$ cat config.mk
export PLATFORM = sky130hd
export DESIGN_NAME = bcd_display_driver
export DESIGN_NICKNAME = d
export VERILOG_FILES = /design/src/rtl/bcd_display_driver.sv
export SDC_FILE = /design/constraint.sdc
export NUM_CORES = 1
export LEC_CHECK = 0
export CAP_MARGIN = 15
export CORE_MARGIN = 1.5
export CORE_UTILIZATION = 57
export CTS_CLUSTER_SIZE = 12
export DETAILED_ROUTE_END_ITERATION = 10
export HOLD_SLACK_MARGIN = 0.08
export MAX_ROUTING_LAYER = met4
export PLACE_DENSITY = 0.95
export SLEW_MARGIN = 10
export SYNTH_ARGS = -nofsm -noshare
export SYNTH_HDL_FRONTEND = slang
export SYNTH_SLANG_ARGS = --single-unit
$ cat constraint.sdc
create_clock -name clock -period 4.46 [get_ports clock]
set_input_delay 0.892 -clock clock [delete_from_list [all_inputs] [get_ports clock]]
set_output_delay 0.892 -clock clock [all_outputs]
set_load 0.02 [all_outputs]
$ cat src/rtl/bcd_display_driver.sv
// Sequential double-dabble binary-to-BCD converter driving active-low seven-segment digits,
// with optional leading-zero blanking and all-nines saturation on overflow.
module bcd_display_driver #(
  parameter int unsigned BIN_W         = 4,
  parameter int unsigned DIGITS        = 2,
  parameter int unsigned BLANK_LEADING = 1
) (
  input  logic                  clock,
  input  logic                  reset,
  input  logic [BIN_W-1:0]      value,
  input  logic                  load,
  output logic                  busy,
  output logic                  done,
  output logic                  overflow,
  output logic [4*DIGITS-1:0]   bcd,
  output logic [7*DIGITS-1:0]   segments
);

  localparam int unsigned SR_W    = 4 * DIGITS + BIN_W;
  localparam int unsigned CNT_W   = $clog2(BIN_W + 1);
  localparam int unsigned CMP_W   = (BIN_W > 4 * DIGITS) ? BIN_W : 4 * DIGITS;
  localparam int unsigned MAX_DEC = 10 ** DIGITS - 1;
  // When every representable input fits in DIGITS decimal digits, overflow can never occur.
  localparam bit OVF_POSSIBLE = (MAX_DEC < (2 ** BIN_W - 1));
  localparam logic [CMP_W-1:0] MAX_DEC_C = CMP_W'(MAX_DEC);

  typedef enum logic [1:0] {StIdle, StShift, StDone} state_e;

  state_e                state_q, state_d;
  logic [SR_W-1:0]       shreg_q, shreg_d, shreg_adj;
  logic [CNT_W-1:0]      cnt_q, cnt_d;
  logic                  ovf_pend_q, ovf_pend_d;
  logic                  done_q, done_d;
  logic                  ovf_q, ovf_d;
  logic [4*DIGITS-1:0]   bcd_q, bcd_d, bcd_new;
  logic [7*DIGITS-1:0]   seg_q, seg_d, seg_new;
  logic [3:0]            nib;
  logic                  lead_zero;

  function automatic logic [6:0] seg7(input logic [3:0] n);
    case (n)
      4'd0:    return 7'b1000000;
      4'd1:    return 7'b1111001;
      4'd2:    return 7'b0100100;
      4'd3:    return 7'b0110000;
      4'd4:    return 7'b0011001;
      4'd5:    return 7'b0010010;
      4'd6:    return 7'b0000010;
      4'd7:    return 7'b1111000;
      4'd8:    return 7'b0000000;
      4'd9:    return 7'b0010000;
      default: return 7'b1111111;
    endcase
  endfunction

  // Add-3 correction on every BCD nibble ahead of the shift.
  always_comb begin
    shreg_adj = shreg_q;
    for (int unsigned d = 0; d < DIGITS; d++) begin
      if (shreg_q[BIN_W + 4*d +: 4] >= 4'd5) begin
        shreg_adj[BIN_W + 4*d +: 4] = shreg_q[BIN_W + 4*d +: 4] + 4'd3;
      end
    end
  end

  // Digit values and segment patterns presented when the conversion completes.
  always_comb begin
    bcd_new   = ovf_pend_q ? {DIGITS{4'h9}} : shreg_q[SR_W-1 -: 4*DIGITS];
    seg_new   = '1;
    nib       = '0;
    lead_zero = 1'b1;
    for (int d = int'(DIGITS) - 1; d >= 0; d--) begin
      nib = bcd_new[4*d +: 4];
      if (BLANK_LEADING != 0 && lead_zero && nib == 4'd0 && d != 0) begin
        seg_new[7*d +: 7] = 7'b1111111;
      end else begin
        seg_new[7*d +: 7] = seg7(nib);
      end
      if (nib != 4'd0) lead_zero = 1'b0;
    end
  end

  always_comb begin
    state_d    = state_q;
    shreg_d    = shreg_q;
    cnt_d      = cnt_q;
    ovf_pend_d = ovf_pend_q;
    done_d     = 1'b0;
    ovf_d      = ovf_q;
    bcd_d      = bcd_q;
    seg_d      = seg_q;
    unique case (state_q)
      StIdle: begin
        if (load) begin
          shreg_d    = SR_W'(value);
          ovf_pend_d = OVF_POSSIBLE && (CMP_W'(value) > MAX_DEC_C);
          cnt_d      = CNT_W'(BIN_W);
          state_d    = StShift;
        end
      end
      StShift: begin
        shreg_d = shreg_adj << 1;
        cnt_d   = cnt_q - CNT_W'(1);
        if (cnt_q == CNT_W'(1)) state_d = StDone;
      end
      StDone: begin
        bcd_d   = bcd_new;
        seg_d   = seg_new;
        ovf_d   = ovf_pend_q;
        done_d  = 1'b1;
        state_d = StIdle;
      end
      default: state_d = StIdle;
    endcase
  end

  always_ff @(posedge clock or posedge reset) begin
    if (reset) begin
      state_q    <= StIdle;
      shreg_q    <= '0;
      cnt_q      <= '0;
      ovf_pend_q <= 1'b0;
      done_q     <= 1'b0;
      ovf_q      <= 1'b0;
      bcd_q      <= '0;
      seg_q      <= '1;
    end else begin
      state_q    <= state_d;
      shreg_q    <= shreg_d;
      cnt_q      <= cnt_d;
      ovf_pend_q <= ovf_pend_d;
      done_q     <= done_d;
      ovf_q      <= ovf_d;
      bcd_q      <= bcd_d;
      seg_q      <= seg_d;
    end
  end

  assign busy     = (state_q != StIdle);
  assign done     = done_q;
  assign overflow = ovf_q;
  assign bcd      = bcd_q;
  assign segments = seg_q;

endmodule

==> results of run 1 <==
## synth_stat cells, drive strengths merged, types with 3 or more instances
cell    instances  area (um^2)
o21ai          35        175.2
xnor2           3        26.28
inv            15        56.30
mux2i           3        30.03
a31oi           3        18.77
dfstp          14        367.9
ha             13        162.7
nand2b          6        47.54
nor3b           4        30.03
a21oi          11        66.32
nand2          39        146.4
buf            11        72.56
dfrtp          26        650.6
nor2            8        30.03
## final cells by class
type | count | area, um^2
fill | 269 | 969.7
timing repair buffer | 31 | 307.8
sequential | 40 | 1018
clock inverter | 3 | 42.54
multi-input combinational | 151 | 925.9
inverter | 15 | 56.30
clock buffer | 5 | 37.54
tap | 46 | 57.56
## metrics by stage
stage	total power, mW	hold slack, ns	utilization, %	worst slack (ns)
after floorplan	1.362	0.4487	-	2.655
after global placement	1.601	0.4443	69.27	1.972
after detailed placement	1.644	0.4510	69.27	1.919
after CTS	1.885	0.4700	71.61	1.796
after global routing	2.043	0.4815	71.61	1.737
final	1.878	0.4671	71.61	1.807
## worst max-delay path: stages (launching register included)
cell and delay, ns:
dfrtp_1 0.53, or2_2 0.34, clkdlybuf4s50_1 0.54
## metal layers
metal / wire length (um) / vias up / part of all wire (%)
met3: 126 / 6 / 3.3
met5: 0 / - / 0
met1: 1771 / 758 / 47
met2: 1844 / 33 / 49
li1: - / 787 / -
met4: 53 / 0 / 1.4
## registers in the layout (all words and copies together), names as in the netlist
signal,flops
shreg_q,12
state_q,2
bcd,8
segments,14
done,1
cnt_q,3
## worst paths after layout
| check | from | endpoint | slack [ns] | cells after the start |
|---|---|---|---|---|
| max | state_q[0] | busy | 1.81 | 2 |
| max in group asynchronous | reset | segments[10] | 3.16 | 3 |
| min | segments[10] | segments[10] | 0.47 | 2 |
| max reg2reg | state_q[0] | segments[11] | 2.39 | 4 |
| min in group asynchronous | reset | shreg_q[5] | 0.95 | 3 |
| min reg2reg | segments[10] | segments[10] | 0.47 | 2 |
## cell families after synthesis
group | after synthesis | share of synthesized area [%]
flip-flops | 40 | 48.92
multiplexers | 4 | 1.983
XOR/XNOR | 3 | 1.262
adder cells (fa/ha/maj) | 13 | 7.813
buffers and inverters | 28 | 6.610
other | 1 | 0.1801
AO/OA/AOI/OAI | 66 | 18.87
AND/OR/NAND/NOR | 64 | 14.36
## cells in the final DEF (no fill, tap or decap), types with 3 or more instances in the layout
master / netlist / final
nand2_1: 39 / 39
o21ai_0: 33 / 33
clkdlybuf4s50_1: 0 / 30
dfrtp_1: 26 / 26
inv_1: 14 / 14
dfstp_2: 14 / 14
ha_1: 13 / 13
a21oi_1: 10 / 10
nor2_1: 8 / 8
clkbuf_4: 0 / 5
nand2b_1: 4 / 4
nor3b_1: 4 / 4
xnor2_1: 3 / 3
mux2i_1: 3 / 3
a31oi_1: 3 / 3
## power by group through the flow
stage	registers, mW	logic [mW]	clock network (mW)
2_1_floorplan	0.755	0.607	0
3_3_place_gp	0.714	0.887	0
3_5_place_dp	0.725	0.919	0
4_1_cts	0.719	0.925	0.241
5_1_grt	0.751	1.03	0.259
6_report	0.719	0.921	0.238
==> impl_metrics.env, run 1 <==
export IMPL_dieArea_um2=4024
export IMPL_grt_max_degree=41
export IMPL_clk_pin_slew_ns=0.12
export IMPL_grt_pass1_wl_um=7093
export IMPL_p_seq_share_pct=38.3
export IMPL_rows=21
export IMPL_syn_inst=219
export IMPL_die_x_um=63.44
export IMPL_tns_ns=0
export IMPL_antenna_left=0
export IMPL_rsz0062_at_grt="no"
export IMPL_worst_setup_path_type="register to output pin"
export IMPL_ir_drop_uv=382.5
export IMPL_yosysWarningCount=0
export IMPL_drtPass1Iterations=4
export IMPL_p_sw_share_pct=41.53
export IMPL_period_share_pct=59.49
export IMPL_critPathArrivalTime_ns=1.76
export IMPL_finalCriticalPeriod_ns=2.653
export IMPL_crit_required_ns=3.57
export IMPL_stdcell_count=291
export IMPL_viasPerCell=5.443
export IMPL_num_antenna_cells=0
export IMPL_clkPwrFrac_pct=12.7
export IMPL_hold_buffers=0
export IMPL_drive_gt1_share_pct=12.24
export IMPL_numPlacedInstances=283
export IMPL_start_kind="register"
export IMPL_ys_types=40
export IMPL_async_flop_share_pct=100.0
export IMPL_clock_latency_ns=0.35
export IMPL_root_buffer="clkbuf_4"
export IMPL_grt_overflow=0
export IMPL_grt_antenna_before_repair=0
export IMPL_intPower_mw=1.098
export IMPL_maxSlewViolCount=0
export IMPL_syn2layout_area_growth_pct=17.49
export IMPL_hold_class="register to register"
export IMPL_cts_tree="yes"
export IMPL_place_congestion=0.9057
export IMPL_wl_per_cell_um=13.04
export IMPL_switchingPower_uw=779.9
export IMPL_fmax_mhz=376.9
export IMPL_use_met1_pct=29.61
export IMPL_dr_first_iter_drc_count=79
export IMPL_syn_cell_area_um2=2082
export IMPL_grt_usage_pct=22.82
export IMPL_start_util_pct=60.95
export IMPL_p_per_area_nw_per_um2=767.6
export IMPL_numClockSinks=40
export IMPL_h_tree_depth=2
export IMPL_portBuffers=30
export IMPL_relSlewSlack_pct=29.67
export IMPL_drcViolationCount=0
export IMPL_comb_power_share_pct=49.0
export IMPL_synth_edf_count=0
export IMPL_final_area_um2=2446
export IMPL_p_leak_nw=1.065
export IMPL_grt_busiest_layer="met2"
export IMPL_first_global_vias=1545
export IMPL_num_vias=1584
export IMPL_path_max_fanout=14
export IMPL_worst_slew_pin_transition_ns=1.055
export IMPL_finalSetupViolations=0
export IMPL_cp_end_kind="output pin"
export IMPL_run_status="complete, no violations"
export IMPL_cap_violations=0
export IMPL_synth_main_ff_cell="dfrtp_1"
export IMPL_syn_nets=239
export IMPL_place_area_um2=2366
export IMPL_seq_area_frac_synth_pct=48.92
export IMPL_ys_ff_latch=40
export IMPL_io_pins=32
export IMPL_final_nets=264
export IMPL_clock_skew_ns=0.003496
export IMPL_clockBufferDepth=2
export IMPL_die_h_um=63.44
export IMPL_coreArea_um2=3416
export IMPL_grt_use_met2_pct=36.45
export IMPL_cts_buffers=5
export IMPL_dp_hpwl_um=2679
export IMPL_hold_viol=0
export IMPL_globalRouteMet3Util_pct=4.821
export IMPL_avgSynthCellArea_um2=9.507
export IMPL_post_cts_buffers=0
export IMPL_drt_wl_total_um=3795
export IMPL_post_cts_resized=0
No activity file was read; power rests on OpenSTA's default activity.
==> run 2, diff against run 1 <==
Settings changed: CORE_UTILIZATION 57 to 48, PLACE_DENSITY 0.95 to 0.86.
Clock period 4.46 ns to 2.4 ns, I/O delays scaled along.
==> run 2 against run 1 <==
  * Clock skew grew 0.0050 ns
  * Sequential power grew 82%
  * Hold slack gained 0.0012 ns
  * Highest routed layer unchanged
  * Sequential share of layout area shrank 1.7 points
  * Largest power group unchanged
  * Worst setup slack lost 1.5 ns
  * Flip-flop and latch count is the same
  * Via count shrank 2.0%
  * Clock power grew to 3.1 times the previous value
  * Utilization shrank 9.2 points
==> impl_metrics.env, run 2 (synthesis gave the netlist of run 1 again) <==
export IMPL_portBuffers=30
export IMPL_fmax_mhz=474.4
export IMPL_worst_slew_pin_transition_ns=0.5039
export IMPL_crit_cells=2
export IMPL_die_x_um=68.86
export IMPL_critPathArrivalTime_ns=1.63
export IMPL_final_area_um2=2552
export IMPL_rows=23
export IMPL_num_vias=1553
export IMPL_dp_hpwl_um=2628
export IMPL_grt_antenna_before_repair=0
export IMPL_rrSetupSlack_ns=0.59
export IMPL_finalCriticalPeriod_ns=2.108
export IMPL_crit_chain="or2_2, clkdlybuf4s50_1"
export IMPL_start_kind="register"
export IMPL_crit_required_ns=1.92
export IMPL_drcViolationCount=0
export IMPL_coreArea_um2=4086
export IMPL_place_congestion=0.7896
export IMPL_setup_ws_ns=0.2919
export IMPL_p_per_area_nw_per_um2=1492
export IMPL_grt_pass1_wl_um=6292
export IMPL_grt_max_degree=41
export IMPL_root_buffer="clkbuf_8"
export IMPL_finalSetupViolations=0
export IMPL_r2r_cells=6
export IMPL_p_total_mw=3.807
export IMPL_h_tree_depth=2
export IMPL_dr_first_iter_drc_count=68
export IMPL_grt_usage_pct=17.87
export IMPL_clk_pin_slew_ns=0.08
export IMPL_cts_tree="yes"
export IMPL_p_leak_nw=1.116
export IMPL_relSlewSlack_pct=66.40
export IMPL_io_pins=32
export IMPL_cap_violations=0
export IMPL_clockBufferDepth=2
export IMPL_drtPass1Iterations=4
export IMPL_most_common_layout_cells="39 x nand2_1, 33 x o21ai_0, 30 x clkdlybuf4s50_1"
export IMPL_start_util_pct=50.95
export IMPL_setup_worst_path_end="busy"
export IMPL_worst_setup_path_type="register to output pin"
export IMPL_crit_family="buffers and inverters"
export IMPL_clock_latency_ns=0.29
export IMPL_post_cts_buffers=0
export IMPL_rr_startpoint="shreg_q[5]"
export IMPL_tns_ns=0
export IMPL_path_max_fanout=11
export IMPL_cp_end_kind="output pin"
export IMPL_cts_buffers=5
export IMPL_period_share_pct=87.84
export IMPL_crit_buf_inv=1
export IMPL_hold_viol=0
export IMPL_hold_class="register to register"
export IMPL_max_stage_delay_ns=0.53
export IMPL_wl_per_cell_um=12.37
export IMPL_post_cts_resized=0
export IMPL_n_fill_cell=346
export IMPL_largest_reg_flops=14
export IMPL_pre_cts_ws_ns=0.6066
export IMPL_holdWs_ns=0.4684
export IMPL_antenna_left=0
export IMPL_r2r_end="shreg_q[7]"
export IMPL_crit_start="state_q[1]"
export IMPL_first_global_vias=1443
export IMPL_layout_commonest_cell="nand2_1"
export IMPL_drive_gt1_share_pct=13.31
export IMPL_run_status="complete, no violations"
export IMPL_num_antenna_cells=0
export IMPL_viasPerCell=5.211
export IMPL_clock_skew_ns=0.008508
export IMPL_grt_overflow=0
export IMPL_die_h_um=68.86
export IMPL_place_area_um2=2394
export IMPL_syn2layout_area_growth_pct=22.60
export IMPL_maxSlewViolCount=0
export IMPL_crit_slowest_cell="clkdlybuf4s50_1"
export IMPL_ir_drop_uv=632.5
export IMPL_dieArea_um2=4742
export IMPL_numClockSinks=40
export IMPL_hold_buffers=0
export IMPL_drt_wl_total_um=3686
export IMPL_rsz0062_at_grt="no"
export IMPL_final_nets=267
[run 2: worst min-delay path by stage]
stage | depth (start not counted) | slack, ns | startpoint | to
global route | 2 | 0.48 | segments[10] | segments[10]
CTS | 2 | 0.47 | segments[10] | segments[10]
finish | 2 | 0.47 | segments[10] | segments[10]
global placement | 2 | 0.45 | segments[10] | segments[10]
detailed placement | 2 | 0.46 | segments[10] | segments[10]
floorplan | 2 | 0.45 | cnt_q[1] | cnt_q[1]
[run 2: final cells by class]
class | instances | area [um^2] | share of cell area [%]
clock buffers | 5 | 68.82 | 2.696
clock inverters | 3 | 90.09 | 3.529
inverters | 15 | 56.30 | 2.206
multi-input cells | 151 | 925.9 | 36.27
flip-flops and latches | 40 | 1018 | 39.90
well taps | 50 | 62.56 | 2.451
repair buffers | 34 | 330.3 | 12.94
[run 2: worst register-to-register path, stage by stage, from the launching register on]
cell and delay (ns):
dfrtp_1 0.50, inv_1 0.18, ha_1 0.28, ha_1 0.30, o21bai_1 0.15, a22oi_1 0.16, o21ai_0 0.11
[run 2: layer usage]
layer / track usage [%] / up-vias / share of wire [%]
met2: 27.40 / 38 / 46
li1: - / 796 / -
met1: 24.19 / 715 / 49
met3: 2.922 / 4 / 4.0
met4: 6.127 / 0 / 1.1
met5: - / - / 0
[run 2: where the power goes]
part / switching (mW) / total, mW / internal [mW]
clock: 0.229 / 0.749 / 0.520
combinational: 0.932 / 1.75 / 0.818
sequential: 0.281 / 1.31 / 1.03
[run 2: through the flow]
stage	std cells	util, %
floorplan	219	-
global placement	290	58.57
detailed placement	290	58.57
CTS	298	62.46
global route	298	62.46
finish	298	62.46
==> run 3, diff against run 2 <==
Settings changed: CORE_MARGIN 1.5 to 5, SETUP_SLACK_MARGIN set to 0.15.
==> run 3 against run 2 <==
  * Count of clock-buffer cells in the layout is 3 higher
  * Utilization is 4.3 points lower
  * Combinational power barely moved
  * Cell count grew 0.67%
  * Critical path type unchanged
  * Largest cell class unchanged
  * Largest power group unchanged
==> impl_metrics.env, run 3 (synthesis gave the netlist of run 1 again) <==
export IMPL_r2r_end="shreg_q[7]"
export IMPL_p_per_area_nw_per_um2=1415
export IMPL_finalCriticalPeriod_ns=2.102
export IMPL_grt_overflow=0
export IMPL_crit_cells=2
export IMPL_rrSetupSlack_ns=0.70
export IMPL_setup_worst_path_end="busy"
export IMPL_start_kind="register"
export IMPL_crit_start="state_q[1]"
export IMPL_maxSlewViolCount=0
export IMPL_grt_antenna_before_repair=0
export IMPL_die_x_um=75.86
export IMPL_crit_required_ns=1.92
export IMPL_post_cts_buffers=0
export IMPL_dr_first_iter_drc_count=87
export IMPL_cts_tree="yes"
export IMPL_drtPass1Iterations=4
export IMPL_p_leak_nw=1.089
export IMPL_grt_usage_pct=15.42
export IMPL_r2r_cells=6
export IMPL_first_global_vias=1481
export IMPL_die_h_um=75.86
export IMPL_utilization_pct=58.13
export IMPL_max_stage_delay_ns=0.54
export IMPL_drcViolationCount=0
export IMPL_crit_family="buffers and inverters"
export IMPL_viasPerCell=5.257
export IMPL_crit_slowest_cell="clkdlybuf4s50_1"
export IMPL_ir_drop_uv=497.0
export IMPL_drt_wl_total_um=3715
export IMPL_post_cts_resized=0
export IMPL_dieArea_um2=5755
export IMPL_clock_latency_ns=0.29
export IMPL_rows=24
export IMPL_critPathArrivalTime_ns=1.62
export IMPL_crit_buf_inv=1
export IMPL_hold_depth=2
export IMPL_grt_max_degree=41
export IMPL_rsz0062_at_grt="no"
export IMPL_num_vias=1577
export IMPL_cp_end_kind="output pin"
export IMPL_dp_hpwl_um=2698
export IMPL_hold_class="register to register"
export IMPL_fmax_mhz=475.7
export IMPL_worst_setup_path_type="register to output pin"
export IMPL_wl_per_cell_um=12.38
export IMPL_hold_buffers=0
export IMPL_finalSetupViolations=0
export IMPL_clockBufferDepth=2
export IMPL_cts_buffers=5
export IMPL_layout_commonest_cell="nand2_1"
export IMPL_h_tree_depth=2
export IMPL_clock_skew_ns=0.006855
export IMPL_syn2layout_area_growth_pct=19.89
export IMPL_root_buffer="clkbuf_8"
export IMPL_numClockSinks=40
export IMPL_crit_chain="or2_2, clkdlybuf4s50_1"
export IMPL_portBuffers=30
export IMPL_drive_gt1_share_pct=12.90
export IMPL_antenna_left=0
export IMPL_final_nets=267
export IMPL_path_max_fanout=11
export IMPL_io_pins=32
export IMPL_num_antenna_cells=0
export IMPL_rr_startpoint="shreg_q[5]"
export IMPL_cap_violations=0
export IMPL_grt_pass1_wl_um=6555
export IMPL_most_common_layout_cells="39 x nand2_1, 33 x o21ai_0, 30 x clkdlybuf4s50_1"
export IMPL_largest_reg_flops=14
export IMPL_hold_viol=0
export IMPL_run_status="complete, no violations"
export IMPL_tns_ns=0
export IMPL_period_share_pct=87.59
export IMPL_start_util_pct=48.48
export IMPL_coreArea_um2=4294
export IMPL_place_congestion=0.9132
export IMPL_clk_pin_slew_ns=0.07
## run 3: cell types whose count changed in the layout (fill, tap and decap cells not counted), sizes merged
cell and change:
clkbuf +3, bufinv -3
## run 3: layer usage
metal | up-vias | global-route usage (%) | wire length [um]
li1 | 794 | - | -
met1 | 736 | 18.69 | 1747
met2 | 41 | 24.90 | 1694
met3 | 6 | 3.958 | 219
met4 | 0 | 5.243 | 53
met5 | - | - | 0
## run 3: worst min-delay path by stage
| stage | endpoint | slack [ns] | from |
|---|---|---|---|
| final | segments[10] | 0.45 | segments[10] |
| after global routing | segments[10] | 0.48 | segments[10] |
| after CTS | segments[10] | 0.46 | segments[10] |
| after detailed placement | segments[10] | 0.45 | segments[10] |
| after global placement | segments[10] | 0.45 | segments[10] |
| after floorplan | cnt_q[1] | 0.45 | cnt_q[1] |
## run 3: area by class of cell
cell class,instances,area (um^2)
repair buffers,34,330.3
well taps,52,65.06
clock buffers,8,100.1
multi-input cells,151,925.9
fillers,389,1798
flip-flops and latches,40,1018
inverters,15,56.30
## run 3: power breakdown
group / leakage, nW / internal [mW] / switching (mW) / total (mW)
combinational: 0.558 / 0.817 / 0.939 / 1.76
clock: 0.0515 / 0.262 / 0.217 / 0.479
sequential: 0.480 / 1.03 / 0.271 / 1.30
total: 1.09 / 2.11 / 1.43 / 3.53
## run 3: through the flow
step	hold slack (ns)	cells	power (mW)	instance area [um^2]	setup slack, ns
floorplan	0.4487	219	2.530	2082	0.8458
global placement	0.4451	292	2.998	2396	0.6123
detailed placement	0.4477	292	3.080	2396	0.5982
CTS	0.4579	300	3.572	2496	0.2749
global route	0.4839	300	3.853	2496	0.2131
finish	0.4537	300	3.532	2496	0.2979
## run 3: worst reg2reg max path: stages, from the launching register on
cell      delay (ns)
dfrtp_1         0.48
inv_1           0.15
ha_1            0.27
ha_1            0.31
o21bai_1        0.16
a22oi_1         0.14
o21ai_0         0.09
